==> config.mk <==
export PLATFORM = sky130hd
export DESIGN_NAME = cmos_pixel_packer_flat
export DESIGN_NICKNAME = d
export VERILOG_FILES = /design/src/rtl/video_stitch_pkg.sv /design/src/rtl/cmos_pixel_packer_if.sv /design/src/rtl/pack_out_fifo2.sv /design/src/rtl/cmos_pixel_packer.sv /design/src/flat_wrapper.sv
export SDC_FILE = /design/constraint.sdc
export NUM_CORES = 1
export LEC_CHECK = 0
export ABC_CLOCK_PERIOD_IN_PS = 21900
export CAP_MARGIN = 20
export CORE_ASPECT_RATIO = 2
export CORE_UTILIZATION = 30
export DETAILED_ROUTE_END_ITERATION = 7
export PLACE_DENSITY_LB_ADDON = 0.12
export SLEW_MARGIN = 20
export SYNTH_ARGS = -nofsm -noshare
export SYNTH_HDL_FRONTEND = slang
export SYNTH_SLANG_ARGS = --single-unit
==> constraint.sdc <==
create_clock -name cmos_clk -period 21.9 [get_ports cmos_clk]
set_clock_uncertainty 0.2 [all_clocks]
set_input_delay 3.285 -clock cmos_clk [delete_from_list [all_inputs] [get_ports cmos_clk]]
set_output_delay 3.285 -clock cmos_clk [all_outputs]
set_load 0.02 [all_outputs]
==> src/rtl/video_stitch_pkg.sv <==
// Shared types and constants for the CMOS-to-AXI pixel packing path.
package video_stitch_pkg;
    localparam int PIX_SLOT_W   = 32;
    localparam int PIX_PER_WORD = 128 / PIX_SLOT_W;

    typedef enum logic [1:0] {
        IDLE   = 2'd0,
        ACTIVE = 2'd1,
        DONE   = 2'd2
    } pack_state_t;
endpackage

==> src/rtl/cmos_pixel_packer_if.sv <==
// Packed-word write bus from the pixel packer towards the AXI write FIFO.
interface cmos_pixel_packer_if #(
    parameter int DATA_W = 128
) ();
    // A word transfers on every clock edge where wr_valid & wr_ready; wr_data is
    // stable while wr_valid is high and not accepted, and ready may depend on nothing from the master.
    logic [DATA_W-1:0] wr_data;
    logic              wr_valid;
    logic              wr_ready;

    modport master (output wr_data, output wr_valid, input wr_ready);
    modport slave  (input wr_data, input wr_valid, output wr_ready);
endinterface

==> src/rtl/pack_out_fifo2.sv <==
// Two-entry FIFO; the head entry is a register that drives the output bus directly.
module pack_out_fifo2 #(
    parameter int W = 128
) (
    input  logic         clk,
    input  logic         rst,
    input  logic         push,
    input  logic [W-1:0] push_data,
    input  logic         pop,
    output logic [W-1:0] data,
    output logic         empty,
    output logic         full
);
    logic [W-1:0] head_q;
    logic [W-1:0] tail_q;
    logic [1:0]   count_q;
    logic         pop_ok;

    assign data   = head_q;
    assign empty  = (count_q == 2'd0);
    assign full   = (count_q == 2'd2);
    assign pop_ok = pop & ~empty;

    // A push into a full buffer without a pop is ignored here; the caller flags it.
    always_ff @(posedge clk or posedge rst) begin
        if (rst) begin
            head_q  <= '0;
            tail_q  <= '0;
            count_q <= 2'd0;
        end else begin
            case ({push, pop_ok})
                2'b10: begin
                    if (count_q == 2'd0) begin
                        head_q  <= push_data;
                        count_q <= 2'd1;
                    end else if (count_q == 2'd1) begin
                        tail_q  <= push_data;
                        count_q <= 2'd2;
                    end
                end
                2'b01: begin
                    head_q  <= tail_q;
                    count_q <= count_q - 2'd1;
                end
                2'b11: begin
                    if (count_q == 2'd1) begin
                        head_q <= push_data;
                    end else begin
                        head_q <= tail_q;
                        tail_q <= push_data;
                    end
                end
                default: ;
            endcase
        end
    end
endmodule

==> src/rtl/cmos_pixel_packer.sv <==
// Packs RGB888 CMOS pixels four to a 128-bit word, frames images and flags
// line-length errors and output overflow (the CMOS source cannot be stalled).
module cmos_pixel_packer
    import video_stitch_pkg::*;
#(
    parameter int PIX_WIDTH      = 24,
    parameter int AXI_DATA_WIDTH = 128,
    parameter int IMG_HDISP      = 1280,
    parameter int IMG_VDISP      = 720,
    parameter bit VSYNC_POL      = 1'b1
) (
    input  logic                 cmos_clk,
    input  logic                 rst,
    input  logic                 cmos_vsync,
    input  logic                 cmos_href,
    input  logic                 cmos_clken,
    input  logic [PIX_WIDTH-1:0] cmos_data,
    cmos_pixel_packer_if.master  wr,
    output logic                 frame_start,
    output logic                 frame_done,
    output logic                 line_err,
    output logic                 overflow,
    output pack_state_t          state_dbg
);
    localparam int LANES = AXI_DATA_WIDTH / PIX_SLOT_W;
    localparam int LW    = $clog2(LANES);
    localparam int PW    = $clog2(IMG_HDISP + 1);
    localparam int VW    = $clog2(IMG_VDISP + 1);

    pack_state_t               state_q, state_d;
    logic                      vs_q, href_q;
    logic                      vs_edge, href_fall, pix_fire, last_lane, flush, push;
    logic [LW-1:0]             lane_q;
    logic [AXI_DATA_WIDTH-1:0] pack_q, word, fifo_data;
    logic [PW-1:0]             pix_cnt;
    logic [VW-1:0]             line_cnt, line_nxt;
    logic                      fifo_empty, fifo_full, fifo_drop;

    assign vs_edge   = VSYNC_POL ? (cmos_vsync & ~vs_q) : (~cmos_vsync & vs_q);
    assign href_fall = href_q & ~cmos_href;
    assign pix_fire  = (state_q == ACTIVE) & ~vs_edge & cmos_href & cmos_clken;
    assign last_lane = (lane_q == LW'(LANES - 1));
    assign flush     = (state_q == ACTIVE) & ~vs_edge & href_fall & (lane_q != '0);
    assign push      = (pix_fire & last_lane) | flush;
    assign line_nxt  = (line_cnt == '1) ? line_cnt : line_cnt + 1'b1;
    assign fifo_drop = push & fifo_full & ~(wr.wr_valid & wr.wr_ready);

    // Slots not yet written stay zero because pack_q is cleared after every push.
    always_comb begin
        word = pack_q;
        if (pix_fire) begin
            word[lane_q*PIX_SLOT_W +: PIX_SLOT_W] = PIX_SLOT_W'(cmos_data);
        end
    end

    always_comb begin
        state_d = state_q;
        case (state_q)
            IDLE:    state_d = IDLE;
            ACTIVE:  if (href_fall && line_nxt == VW'(IMG_VDISP)) state_d = DONE;
            DONE:    state_d = IDLE;
            default: state_d = IDLE;
        endcase
        if (vs_edge) state_d = ACTIVE;
    end

    always_ff @(posedge cmos_clk or posedge rst) begin
        if (rst) state_q <= IDLE;
        else     state_q <= state_d;
    end

    always_ff @(posedge cmos_clk or posedge rst) begin
        if (rst) begin
            vs_q        <= 1'b0;
            href_q      <= 1'b0;
            frame_start <= 1'b0;
            lane_q      <= '0;
            pack_q      <= '0;
            pix_cnt     <= '0;
            line_cnt    <= '0;
            line_err    <= 1'b0;
            overflow    <= 1'b0;
        end else begin
            vs_q        <= cmos_vsync;
            href_q      <= cmos_href;
            frame_start <= vs_edge;
            if (vs_edge) begin
                lane_q   <= '0;
                pack_q   <= '0;
                pix_cnt  <= '0;
                line_cnt <= '0;
                line_err <= 1'b0;
            end else begin
                if (pix_fire) begin
                    lane_q <= last_lane ? '0 : lane_q + 1'b1;
                    pack_q <= last_lane ? '0 : word;
                    if (pix_cnt != '1) pix_cnt <= pix_cnt + 1'b1;
                end
                if (state_q == ACTIVE && href_fall) begin
                    line_cnt <= line_nxt;
                    pix_cnt  <= '0;
                    lane_q   <= '0;
                    pack_q   <= '0;
                    if (pix_cnt != PW'(IMG_HDISP)) line_err <= 1'b1;
                end
            end
            // A drop in the same cycle as a new frame still reports.
            if (fifo_drop)    overflow <= 1'b1;
            else if (vs_edge) overflow <= 1'b0;
        end
    end

    pack_out_fifo2 #(.W(AXI_DATA_WIDTH)) u_fifo (
        .clk       (cmos_clk),
        .rst       (rst),
        .push      (push),
        .push_data (word),
        .pop       (wr.wr_ready),
        .data      (fifo_data),
        .empty     (fifo_empty),
        .full      (fifo_full)
    );

    assign wr.wr_data  = fifo_data;
    assign wr.wr_valid = ~fifo_empty;
    assign frame_done  = (state_q == DONE);
    assign state_dbg   = state_q;
endmodule

==> src/flat_wrapper.sv <==
// flat-port wrapper written by rule: the top's interface ports become plain ports
module cmos_pixel_packer_flat import video_stitch_pkg::*;
#(
    parameter int PIX_WIDTH      = 24,
    parameter int AXI_DATA_WIDTH = 128,
    parameter int IMG_HDISP      = 1280,
    parameter int IMG_VDISP      = 720,
    parameter bit VSYNC_POL      = 1'b1
)
  (cmos_clk, rst, cmos_vsync, cmos_href, cmos_clken, cmos_data, frame_start, frame_done, line_err, overflow, state_dbg, wr_wr_data, wr_wr_valid, wr_wr_ready);
  cmos_pixel_packer_if #(.DATA_W(128)) wr_i ();
  input  logic cmos_clk;
  input  logic rst;
  input  logic cmos_vsync;
  input  logic cmos_href;
  input  logic cmos_clken;
  input  logic [PIX_WIDTH-1:0] cmos_data;
  output logic frame_start;
  output logic frame_done;
  output logic line_err;
  output logic overflow;
  output pack_state_t state_dbg;
  output wire logic [$bits(wr_i.wr_data)-1:0] wr_wr_data;
  output wire logic [$bits(wr_i.wr_valid)-1:0] wr_wr_valid;
  input wire logic [$bits(wr_i.wr_ready)-1:0] wr_wr_ready;
  assign wr_wr_data = wr_i.wr_data;
  assign wr_wr_valid = wr_i.wr_valid;
  assign wr_i.wr_ready = wr_wr_ready;
  cmos_pixel_packer #(.PIX_WIDTH(PIX_WIDTH), .AXI_DATA_WIDTH(AXI_DATA_WIDTH), .IMG_HDISP(IMG_HDISP), .IMG_VDISP(IMG_VDISP), .VSYNC_POL(VSYNC_POL)) u_core (.cmos_clk(cmos_clk), .rst(rst), .cmos_vsync(cmos_vsync), .cmos_href(cmos_href), .cmos_clken(cmos_clken), .cmos_data(cmos_data), .wr(wr_i), .frame_start(frame_start), .frame_done(frame_done), .line_err(line_err), .overflow(overflow), .state_dbg(state_dbg));
endmodule
# Word-level counts from Yosys, hierarchy flattened
# Cells that the tools add are included.
# Widths: inputs -> output; s select.
[word_totals] register_bits=416 latch_bits=0 ram_bits=0 romBits=0 inputBits=30 output_inout_bits=135 wordCells=105 n_memories=0
[op_classes] add_sub_neg=5 mul=0 div_mod_pow=0 order_cmp=0 n_eq_ne=17 n_shift=2 n_mux=34 bitwise=17 reduce_logical=17
[ops] operator="$mux 128" n=9
[ops] operator="$pmux 128 s3" n=1
[ops] operator="$pmux 128 s2" n=1
[ops] operator="$bwmux 128" n=1
[ops] operator="$shift 32x34->128 const A" n=1
[ops] operator="$shiftx 32x34->128" n=1
[ops] operator="$mux 11" n=4
[ops] operator="$neg 7->34" n=1
[ops] operator="$mux 10" n=3
[ops] operator="$ne 11x11->1 const B" n=2
[ops] operator="$eq 10x10->1 const B" n=2
[ops] operator="$mux 2" n=9
[ops] operator="$reduce_bool 2->1" n=6
[ops] operator="$add 11x1->11 const B" n=1
[ops] operator="$and 1x1->1" n=11
[ops] operator="$add 10x1->10 const B" n=1
[ops] operator="$eq 2x2->1 const B" n=5
[ops] operator="$reduce_bool 3->1" n=3
[ops] operator="$reduce_and 2->1" n=4
[ops] operator="$eq 2x1->1 const B" n=3
[ops] operator="$ne 3x2->1 const B" n=2
[ops] operator="$mux 1" n=5
[ops] operator="$not 1->1" n=5
[ops] operator="$ne 2x2->1 const B" n=2
[ops] operator="8 further kinds" n=9

# Logic depth before layout (Yosys ltp)
# Gate-level depths: netlist of the first run.
[depth] word_depth=11 ltp_mapped=13 depth_no_buf=10

# Cells and area by module
# Synthesis of the first run repeated with hierarchy kept, for this count alone.
[hier_totals] cells_unflattened=1655 area_unflattened_um2=19259.7
[modules_own_cells] mod="pack_out_fifo2" n_inst=1 cells_each=865 area_per_inst_um2=11458.5 seq_area_each_um2=6456.2
[modules_own_cells] mod="cmos_pixel_packer" n_inst=1 cells_each=790 area_per_inst_um2=7801.2 seq_area_each_um2=3953.8

# Worst setup path before layout of the first run
# OpenSTA, ideal clock, no wires.
[synth_path] path_kind="input to register" from="input port cmos_vsync" to="register u_core.u_fifo.head_q[110], in the netlist u_core.u_fifo.data[110]" setup_time_ns=0.082 t_arrival_ns=5.550 t_required_ns=21.618 path_slack_ns=16.068 path_stages=13 n_path_buf=4 path_cell_list="nand2b_1 -> buf_2 -> nand3_1 -> buf_2 -> o31ai_1 -> ha_1 -> nor2b_1 -> nor2_1 -> nor2_2 -> buf_2 -> buf_2 -> nand2_1 -> a31oi_1"
[synth_between] elab_chain_len=10 word_cells_on_any_way=19 classes_between="4 x eq/ne; 4 x mux; 9 x bitwise; 2 x reduce/logical"
[synth_rtl] item="start, declared" line_no="flat_wrapper.sv:14" rtl="input logic cmos_vsync;"
[synth_rtl] item="$and 1x1->1 *" line_no="cmos_pixel_packer.sv:39" rtl="assign vs_edge = VSYNC_POL ? (cmos_vsync & ~vs_q) : (~cmos_vsync & vs_q);"
[synth_rtl] item="$not 1->1 *" line_no="cmos_pixel_packer.sv:41, cmos_pixel_packer.sv:43"
[synth_rtl] item="$and 1x1->1 *" line_no="cmos_pixel_packer.sv:41, cmos_pixel_packer.sv:43"
[synth_rtl] item="$and 1x1->1 (2 in series)" line_no="cmos_pixel_packer.sv:41" rtl="assign pix_fire = (state_q == ACTIVE) & ~vs_edge & cmos_href & cmos_clken;"
[synth_rtl] item="$and 1x1->1" line_no="cmos_pixel_packer.sv:44" rtl="assign push = (pix_fire & last_lane) | flush;"
[synth_rtl] item="$or 1x1->1" line_no="cmos_pixel_packer.sv:44"
[synth_rtl] item="$eq 2x2->1 or $eq 2x1->1 (tied branches)" line_no="pack_out_fifo2.sv:31" rtl="case ({push, pop_ok})"
[synth_rtl] item="$ne 2x1->1 (no source line) or $reduce_bool 3->1 (tied branches)"
[synth_rtl] item="$reduce_and 2->1 (no source line)"
[synth_rtl] item="end signal, assigned" line_no="pack_out_fifo2.sv:34" rtl="head_q <= push_data;"
[synth_rtl] item="end signal, assigned" line_no="pack_out_fifo2.sv:42" rtl="head_q <= tail_q;"
[synth_rtl] item="end signal, assigned" line_no="pack_out_fifo2.sv:47" rtl="head_q <= push_data;"
[synth_rtl] item="end, declared" line_no="pack_out_fifo2.sv:14" rtl="logic [W-1:0] head_q;"
# Mark *: on every way between the ends. The rest lies on a longest branch, timed or not. The select of a mux whose other input is x is not followed.
# A chain may end at the register's enable or synchronous reset.

# Worst setup path after layout of the first run
[layout_path] from="input port cmos_vsync" to="register u_core.u_fifo.head_q[5], in the netlist u_core.u_fifo.data[5]"
# The elaborated chain is that of the path after synthesis.

==> results of run 1 <==
## flip-flops by register name (all words and copies together), names as in the netlist, 2 cells and up
register	count
u_core.pack_q	128
u_core.u_fifo.data	128
u_core.u_fifo.tail_q	128
u_core.pix_cnt	11
u_core.line_cnt	10
u_core.lane_q	2
u_core.state_dbg	2
u_core.u_fifo.count_q	2
## path summary, 6_finish.rpt
kind / startpoint / end / slack, ns
max in group asynchronous: rst / u_core.u_fifo.tail_q[93] / 16.07
setup reg to reg: u_core.vs_q / u_core.u_fifo.data[5] / 16.76
min in group asynchronous: rst / u_core.u_fifo.data[52] / 3.03
hold reg to reg: u_core.u_fifo.tail_q[120] / u_core.u_fifo.tail_q[120] / 0.26
hold / removal: u_core.u_fifo.tail_q[120] / u_core.u_fifo.tail_q[120] / 0.26
setup / recovery: cmos_vsync / u_core.u_fifo.data[5] / 13.97
## final cells by class
cell class	instances	area [sq um]
fillers	6144	38700
flip-flops and latches	416	10400
multi-input cells	1328	7470
repair buffers	187	1920
clock buffers	68	1260
well taps	780	976
clock inverters	7	100
inverters	14	60.1
## cell usage after synthesis, types with 2 or more instances
master	instances	area share
nand3_2	11	0.0060
clkbuf_1	55	0.011
o31ai_1	2	0.00081
nor2_1	249	0.051
mux2_2	2	0.0012
a22o_1	46	0.022
nor3_1	4	0.0011
buf_1	2	0.00041
or2_2	3	0.0010
and3_1	36	0.012
mux2i_1	35	0.019
clkbuf_2	2	0.00054
a311oi_1	2	0.00095
nand3_1	82	0.022
nand2b_1	5	0.0017
nand4b_1	2	0.00095
o211ai_1	2	0.00081
xnor2_1	7	0.0033
nand4_1	27	0.0091
buf_4	5	0.0020
o21ai_0	39	0.011
nor2_2	3	0.0010
a22oi_1	32	0.013
buf_2	76	0.021
a2bb2oi_1	30	0.014
nor3b_1	5	0.0020
nor4_1	7	0.0024
nor2b_1	4	0.0014
a211oi_1	2	0.00081
and2_1	55	0.019
ha_1	14	0.0095
inv_1	13	0.0026
a21oi_1	104	0.028
nand2_1	292	0.059
and4_1	4	0.0019
dfrtp_1	416	0.56
a21o_1	66	0.027
a31oi_1	136	0.046
## power by group
group / leakage (nW) / internal, W / switching [W]
logic: 3.77 / 0.000341 / 0.000468
registers: 5.38 / 0.000971 / 0.000137
clock network: 0.664 / 0.000418 / 0.000315
## metal layers
| layer | vias up | part of all wire |
|---|---|---|
| li1 | 6825 | - |
| met1 | 7259 | 0.41 |
| met2 | 389 | 0.50 |
| met3 | 90 | 0.053 |
| met4 | 0 | 0.036 |
| met5 | - | 0 |
## worst max-delay path, cell delays in order
cell	delay, ns
clkdlybuf4s50_1	0.42
nand2b_1	0.42
inv_1	0.46
o31ai_1	0.61
ha_1	0.38
nor2b_1	0.25
nor2_1	0.10
nor2_4	0.47
buf_4	0.59
buf_4	0.79
a2bb2oi_1	0.17
a21oi_1	0.18
## cells by family after synthesis
family                   after synthesis  synth area share
adder cells (fa/ha/maj)               14           0.00947
XOR/XNOR                               8           0.00379
flip-flops                           416             0.563
AND/OR/NAND/NOR                      799             0.197
buffers and inverters                154            0.0376
AO/OA/AOI/OAI                        470             0.169
multiplexers                          37            0.0202
## metrics by stage
step / power [W] / hold WS (ns) / cells
6_report: 0.00265 / 0.264 / 2800
5_1_grt: 0.00281 / 0.286 / 2800
4_1_cts: 0.00270 / 0.270 / 2799
3_5_place_dp: 0.00194 / 0.256 / 2724
3_3_place_gp: 0.00193 / 0.249 / 2721
2_1_floorplan: 0.00155 / 0.239 / 1898
## layout by cell type (no fill, tap or decap), types with 12 or more instances in the layout
| cell | n |
|---|---|
| nand3_2 | 14 |
| clkbuf_1 | 17 |
| clkdlybuf4s50_1 | 164 |
| nand4_1 | 27 |
| a2bb2oi_1 | 30 |
| nor2_1 | 247 |
| clkbuf_16 | 44 |
| dfrtp_1 | 416 |
| ha_1 | 14 |
| and2_1 | 55 |
| a22o_1 | 46 |
| buf_4 | 15 |
| nand3_1 | 79 |
| o21ai_0 | 39 |
| a21o_1 | 66 |
| a21oi_1 | 104 |
| inv_1 | 12 |
| mux2i_1 | 35 |
| nand2_1 | 292 |
| a22oi_1 | 32 |
| a31oi_1 | 136 |
| and3_1 | 36 |
==> summary.md, run 1 <==
| Metric | Value |
|---|---|
| Power Density | `119 mW/mm^2` |
| Total die area | `0.0627 sq mm` |
| Final period utilization | `0.362` |
| Drt initial violations | `980` |
| Post-Syn Area | `0.0185 sq mm` |
| Synth unique cells | `59` |
| Ports | `165` |
| GRT Util Overall | `0.193` |
| Final WL | `59.6 mm` |
| Clock Sinks | `416` |
| Synth Net Count | `1942` |
| Worst EP required | `22.18 ns` |
| Pre-antenna DRT Iters | `5` |
| CTS clock-pin slew for the worst setup and hold paths | `0.06 ns` |
| Yosys warns | `0` |
| Diodes inserted | `0` |
| Max-slew headroom | `0.321` |
| Lkg Pwr | `9.82 nW` |
| Final Hold Viols | `0` |
| Antenna Violating Nets Remaining | `0` |
| Most used routing layer | `met2` |
| Post-synthesis cell count | `1898` |
| FFs w/ async S/R, synth | `1.00` |
| Largest net degree at the start of global routing | `212` |
| Remaining global-route overflow | `0` |
| Synth Register Bits | `416` |
| M1 GR Usage | `0.240` |
| Initial antenna violation count | `2` |
| Clk buf depth | `3` |
| Fin. max-slew vios | `0` |
| NumNets Final | `2034` |
| Hold buffers post-CTS | `0` |
| Final setup fails | `0` |
| Number of vias per cell | `5.20` |
| Util after Layout | `0.365` |
| CP Capture Type | `register` |
| Root buf cell | `clkbuf_16` |
| Layout cells sized above 1 | `0.0574` |
| Max VDD drop | `0.0608 mV` |
| Total number of vias | `14.6k` |
| Dpl cell area | `0.0208 sq mm` |
| First-pass GRT wire length | `92.3 mm` |
| DP Wirelength | `36.2 mm` |
| Cell Rows | `128` |
| CTS tree | `built` |
| IO Port Bufs | `164` |
| Tightest Hold Check Type | `register to register` |
| Area grow syn2layout | `20.1%` |
| Post-route design area | `0.0222 sq mm` |
| FMAX | `126 MHz` |
| GP Congestion | `0.771` |
| Vias in the first global route | `14.7k` |
| Tightest Pin Transition | `1.02 ns` |
| Hold depth | `2` |
| Critical setup path kind | `input port to register` |
| Average footprint of a synthesized cell | `9.74 sq um` |
| Initial core utilization | `0.304` |
| Worst slack, placed | `13.32 ns` |
| Htree depth | `2` |
| CP max FO | `63` |
| Worst-Skew Late Latency | `0.57 ns` |
| Die height | `353 um` |
| Num CTS Buffers | `43` |
| Met3 Resource Use GR | `0.0335` |
| Met2 usage | `0.328` |
| RSZ-0062 raised after global routing | `no` |
| Arrival time at the worst endpoint | `8.21 ns` |
| Final Critical Period | `7.93 ns` |
| Top FF cell, synth | `dfrtp_1` |
| DRC errors left | `0` |
| Min setup slack post-route | `13.97 ns` |
| Result of the run | `complete, no violations` |
| Sum of negative setup slack | `0 ns` |
| Postcts setup bufs | `0` |
| Drt wl/cell | `21.3 um` |
| R2R cell count | `11` |
| Sequential share of the synthesized area | `0.563` |
| Core ar. | `0.0609 sq mm` |
| Post-cts sizing count | `0` |
| Number of synthesized flops with an enable pin | `0` |
| Startpoint type of the worst setup path | `input port` |
| Max cap viols | `0` |
| Chip Width | `178 um` |
Note: power is estimated with default switching activity, not from simulation.
==> inputs of run 2 (changes only) <==
--- a/config.mk
+++ b/config.mk
@@ -5,7 +5,7 @@
 export SDC_FILE = /design/constraint.sdc
 export NUM_CORES = 1
 export LEC_CHECK = 0
-export ABC_CLOCK_PERIOD_IN_PS = 21900
+export ABC_CLOCK_PERIOD_IN_PS = 7700
 export CAP_MARGIN = 20
 export CORE_ASPECT_RATIO = 2
 export CORE_UTILIZATION = 30
==> constraint.sdc (replaced) <==
create_clock -name cmos_clk -period 7.7 [get_ports cmos_clk]
set_clock_uncertainty 0.2 [all_clocks]
set_input_delay 1.155 -clock cmos_clk [delete_from_list [all_inputs] [get_ports cmos_clk]]
set_output_delay 1.155 -clock cmos_clk [all_outputs]
set_load 0.02 [all_outputs]
==> run 2 against run 1 <==
Net effect: non-clock buffer count rose by 7; via count rose by 0.10%; core utilization rose by 0.42 points; setup slack got worse by 11 ns; count of clock-buffer cells in the layout fell by 7; register-to-register slack got worse by 13 ns; sequential share of layout area fell by 0.53 points; hold slack improved by 0.0030 ns.
==> summary.md, run 2 (same netlist as run 1, synthesis figures left out) <==
| Metric | Value |
|---|---|
| DP Wirelength | `36.8 mm` |
| Hold path start | `u_core.u_fifo.tail_q[93]` |
| Commonest non-fill, non-tap cells in the layout | `dfrtp_1, nand2_1, nor2_1, clkdlybuf4s50_1, a31oi_1` |
| Hold buffers post-CTS | `0` |
| RSZ-0062 raised after global routing | `no` |
| Ports | `165` |
| Critical setup path kind | `input port to register` |
| Max VDD drop | `0.186 mV` |
| Postcts setup bufs | `0` |
| CP max FO | `193` |
| Vias in the first global route | `14.7k` |
| Max cap viols | `0` |
| Lkg Pwr | `9.95 nW` |
| Psw | `0.00264 W` |
| Number of vias per cell | `5.19` |
| Num CTS Buffers | `44` |
| Worst-Skew Late Latency | `0.58 ns` |
| Die height | `353 um` |
| Largest net degree at the start of global routing | `194` |
| Clock Power Share | `0.299` |
| Final setup fails | `0` |
| Power Internal | `0.00514 W` |
| FF-to-FF Start | `u_core.lane_q[0]` |
| CP Capture Type | `register` |
| Final Critical Period | `4.79 ns` |
| Layout cells sized above 1 | `0.0665` |
| Multi-input gate area in the final layout | `0.00746 sq mm` |
| Total die area | `0.0627 sq mm` |
| Remaining global-route overflow | `0` |
| Flop pwr share | `0.406` |
| Tightest Pin Transition | `1.05 ns` |
| Register area | `0.0104 sq mm` |
| Root buf cell | `clkbuf_16` |
| CTS clock-pin slew for the worst setup and hold paths | `0.06 ns` |
| Chip Width | `178 um` |
| Drt wl/cell | `21.2 um` |
| IO Port Bufs | `164` |
| Clock Sinks | `416` |
| Htree depth | `2` |
| Final period utilization | `0.622` |
| Worst slack, placed | `2.05 ns` |
| Crit path from | `cmos_vsync` |
| Sum of negative setup slack | `0 ns` |
| Final Hold Viols | `0` |
| Core ar. | `0.0609 sq mm` |
| Worst EP required | `7.90 ns` |
| Clk buf depth | `3` |
| Sw frac | `0.340` |
| Hold Slack | `0.267 ns` |
| Min setup slack post-route | `2.91 ns` |
| Final WL | `59.7 mm` |
| Tightest Hold Check Type | `register to register` |
| # fillers | `6062` |
| Initial core utilization | `0.304` |
| Initial antenna violation count | `2` |
| Area grow syn2layout | `21.4%` |
| NumNets Final | `2042` |
| Post-cts sizing count | `0` |
| Max-slew headroom | `0.303` |
| Cell Rows | `128` |
| Result of the run | `complete, no violations` |
| Logic gate share of total power | `0.295` |
| Drt initial violations | `1019` |
| GRT Util Overall | `0.193` |
| Arrival time at the worst endpoint | `4.98 ns` |
| Total number of vias | `14.6k` |
| Startpoint type of the worst setup path | `input port` |
| Antenna Violating Nets Remaining | `0` |
| CTS tree | `built` |
| Fin. max-slew vios | `0` |
| Commonest non-fill, non-tap cell in the layout | `dfrtp_1` |
| FMAX | `209 MHz` |
| First-pass GRT wire length | `91.6 mm` |
| GP Congestion | `0.801` |
| Pre-antenna DRT Iters | `5` |
| DRC errors left | `0` |
| Power Density | `347 mW/mm^2` |
[run 2: cell count changes in the layout (fill, tap and decap cells not counted), moves of 2 or more]
cell,change
bufinv_16,+5
clkinv_2,+5
clkbuf_1,-10
buf_4,+7
clkbuf_16,+2
[run 2: per-stage QoR]
| stage | utilization | power (W) | instances | cell area [sq um] |
|---|---|---|---|---|
| 2_1_floorplan | - | 0.00440 | 1898 | 18500 |
| 3_3_place_gp | 0.342 | 0.00550 | 2729 | 20800 |
| 3_5_place_dp | 0.342 | 0.00553 | 2729 | 20800 |
| 4_1_cts | 0.368 | 0.00791 | 2807 | 22400 |
| 5_1_grt | 0.369 | 0.00822 | 2810 | 22500 |
| 6_report | 0.369 | 0.00778 | 2811 | 22500 |
[run 2: metal layers]
layer,routed length [um],share of wire,track usage
met5,0,0,0
met4,1600,0.027,0.0595
met3,3220,0.054,0.0289
met2,30300,0.51,0.337
met1,24600,0.41,0.240
[run 2: cell type report]
cell class / instances / area share
inverters: 14 / 0.00251
flip-flops and latches: 416 / 0.464
repair buffers: 194 / 0.0883
clock inverters: 17 / 0.0124
multi-input cells: 1328 / 0.332
well taps: 780 / 0.0435
diodes: 1 / 0.000111
clock buffers: 61 / 0.0573
[run 2: worst paths after layout]
kind	to	slack [ns]	cells past startpoint
worst min-delay path	u_core.u_fifo.tail_q[93]	0.27	2
min in group asynchronous	u_core.u_fifo.data[78]	0.69	2
worst max-delay path	u_core.u_fifo.tail_q[82]	2.91	10
max in group asynchronous	u_core.u_fifo.tail_q[90]	5.09	5
worst max register to register	u_core.u_fifo.data[6]	3.52	9
worst min register to register	u_core.u_fifo.tail_q[93]	0.27	2
[run 2: critical path, cell delays in order]
cell	delay, ns
clkdlybuf4s50_1	0.42
nand2b_1	0.41
inv_1	0.44
o31ai_1	0.60
ha_1	0.39
nor2b_1	0.28
a21oi_1	0.14
o22ai_4	0.19
buf_12	0.65
a31oi_1	0.19
[run 2: power groups by stage]
stage | clock (W) | combinational (W) | sequential, W
6_report | 0.00233 | 0.00230 | 0.00316
5_1_grt | 0.00247 | 0.00251 | 0.00324
4_1_cts | 0.00240 | 0.00232 | 0.00318
3_5_place_dp | 0 | 0.00232 | 0.00321
3_3_place_gp | 0 | 0.00229 | 0.00321
2_1_floorplan | 0 | 0.000950 | 0.00345
==> inputs of run 3 (changes only) <==
--- a/config.mk
+++ b/config.mk
@@ -5,7 +5,7 @@
 export SDC_FILE = /design/constraint.sdc
 export NUM_CORES = 1
 export LEC_CHECK = 0
-export ABC_CLOCK_PERIOD_IN_PS = 7700
+export ABC_CLOCK_PERIOD_IN_PS = 4030
 export CAP_MARGIN = 20
 export CORE_ASPECT_RATIO = 2
 export CORE_UTILIZATION = 30
==> constraint.sdc (replaced) <==
create_clock -name cmos_clk -period 4.03 [get_ports cmos_clk]
set_clock_uncertainty 0.2 [all_clocks]
set_input_delay 0.6045 -clock cmos_clk [delete_from_list [all_inputs] [get_ports cmos_clk]]
set_output_delay 0.6045 -clock cmos_clk [all_outputs]
set_load 0.02 [all_outputs]
==> run 3 against run 2 <==
Net effect: critical path depth grew 1; global-route usage up 0.47 points; sequential power increased by 91%; highest routed layer is now met5.
==> summary.md, run 3 (same netlist as run 1, synthesis figures left out) <==
| Metric | Value |
|---|---|
| Result of the run | `complete, no violations` |
| NumNets Final | `2079` |
| Hold buffers post-CTS | `0` |
| Max cap viols | `0` |
| Commonest non-fill, non-tap cells in the layout | `dfrtp_1, nand2_1, nor2_1, clkdlybuf4s50_1, a31oi_1` |
| Post-cts sizing count | `0` |
| Family with the most delay on the worst path | `buffers and inverters` |
| Clk buf depth | `3` |
| Dpl cell area | `0.0213 sq mm` |
| FMAX | `300 MHz` |
| R2R setup slack | `0.70 ns` |
| Final period utilization | `0.826` |
| Crit path from | `u_core.lane_q[0]` |
| GP Congestion | `0.805` |
| Lkg Pwr | `10.1 nW` |
| Worst Path Buf+Inv | `3` |
| CP max FO | `39` |
| DP Wirelength | `39.8 mm` |
| Initial antenna violation count | `3` |
| Hold depth | `2` |
| Vias in the first global route | `15.0k` |
| Layout Cells excl Fill | `2845` |
| CP Capture Type | `register` |
| Sum of negative setup slack | `0 ns` |
| Layout cells sized above 1 | `0.0809` |
| Min setup slack post-route | `0.702 ns` |
| GRT Util Overall | `0.197` |
| CP Cell Sequence | `inv_1, ha_1, o31ai_1, ha_1, nor2b_1, nor2_1, nor2_4, buf_12, buf_12, nand2_1, a31oi_1` |
| IO Port Bufs | `164` |
| Placed cell count | `2768` |
| Register area | `0.0104 sq mm` |
| CTS clock-pin slew for the worst setup and hold paths | `0.06 ns` |
| Diodes inserted | `0` |
| Antenna Violating Nets Remaining | `0` |
| Levels on crit path | `11` |
| Worst-Skew Late Latency | `0.57 ns` |
| Root buf cell | `clkbuf_16` |
| Critical Path Max Stage Delay | `0.53 ns` |
| FF-to-FF Start | `u_core.lane_q[0]` |
| Power Density | `653 mW/mm^2` |
| Cell Rows | `128` |
| Max Used Layer | `met5` |
| Largest net degree at the start of global routing | `73` |
| Met3 wire length | `2.90 mm` |
| Chip Width | `178 um` |
| Drt initial violations | `1093` |
| Multi-input gate area in the final layout | `0.00746 sq mm` |
| Postcts setup bufs | `0` |
| Die height | `353 um` |
| End of the critical path | `u_core.u_fifo.data[87]` |
| Metal2 WL | `31.1 mm` |
| Hold Slack | `0.268 ns` |
| Core ar. | `0.0609 sq mm` |
| Final setup fails | `0` |
| Tightest Hold Check Type | `register to register` |
| Critical setup path kind | `register to register` |
| R2R cell count | `11` |
| Drt wl/cell | `21.5 um` |
| Commonest non-fill, non-tap cell in the layout | `dfrtp_1` |
| M1 wire length | `25.1 mm` |
| Remaining global-route overflow | `0` |
| Max VDD drop | `0.305 mV` |
| Ports | `165` |
| Area grow syn2layout | `23.5%` |
| Worst slack, placed | `0.195 ns` |
| DRC errors left | `0` |
| FF-to-FF End | `u_core.u_fifo.data[87]` |
| Final Hold Viols | `0` |
| Startpoint type of the worst setup path | `register` |
| Num CTS Buffers | `44` |
| Total die area | `0.0627 sq mm` |
| Max-slew headroom | `0.345` |
| Slowest library cell on the worst path | `dfrtp_1` |
| CTS tree | `built` |
| Final WL | `61.2 mm` |
| Number of vias per cell | `5.20` |
| # fillers | `6039` |
| First-pass GRT wire length | `93.5 mm` |
| Final Critical Period | `3.33 ns` |
| Tightest Pin Transition | `0.982 ns` |
| Clock Sinks | `416` |
| Worst EP required | `4.31 ns` |
| Htree depth | `2` |
| Pre-antenna DRT Iters | `5` |
| RSZ-0062 raised after global routing | `no` |
| Initial core utilization | `0.304` |
| Post-route design area | `0.0228 sq mm` |
| Fin. max-slew vios | `0` |
| Arrival time at the worst endpoint | `3.61 ns` |
| Total number of vias | `14.8k` |
run 3: cell count changes in the layout (fill, tap and decap cells not counted), sizes merged:
cell / change
buf: +37
clkinv: -2
clkbuf: +1
bufinv: -1
diode: -1
run 3: how the worst min path moves through the flow:
stage,start,to
final,u_core.u_fifo.tail_q[90],u_core.u_fifo.tail_q[90]
after global routing,u_core.u_fifo.tail_q[56],u_core.u_fifo.tail_q[56]
after CTS,u_core.u_fifo.tail_q[90],u_core.u_fifo.tail_q[90]
after detailed placement,u_core.u_fifo.tail_q[90],u_core.u_fifo.tail_q[90]
after global placement,u_core.u_fifo.tail_q[125],u_core.u_fifo.tail_q[125]
after floorplan,u_core.u_fifo.tail_q[120],u_core.u_fifo.tail_q[120]
run 3: final cells by class:
class	instances	share of cell area
Tap cell	780	0.0427
Multi-Input combinational cell	1328	0.327
Clock inverter	14	0.0104
Sequential cell	416	0.456
Inverter	14	0.00246
Timing Repair Buffer	231	0.106
Clock buffer	62	0.0557
run 3: metrics by stage:
step / util / total power (W)
floorplan: - / 0.00840
global placement: 0.350 / 0.0107
detailed placement: 0.350 / 0.0107
CTS: 0.375 / 0.0152
global route: 0.375 / 0.0157
finish: 0.375 / 0.0149
run 3: power by group:
group,leakage (nW),switching [W],internal (W)
Combinational,4.02,0.00257,0.00195
Sequential,5.38,0.000765,0.00527
Clock,0.743,0.00177,0.00258
run 3: per-layer routing:
layer  global-route usage  up-vias
met5                    0        -
met1                0.239     7379
li1                     -     6917
met3               0.0293       92
met2                0.347      404
met4               0.0745        2
run 3: worst register-to-register path: cells and delay by family, from the launching register on:
kind            cells  cell delay [ns]
buf+inv             3             0.68
fa+ha+maj           2             0.67
simple gates        4             0.60
compound gates      2             0.58
flops               1             0.53
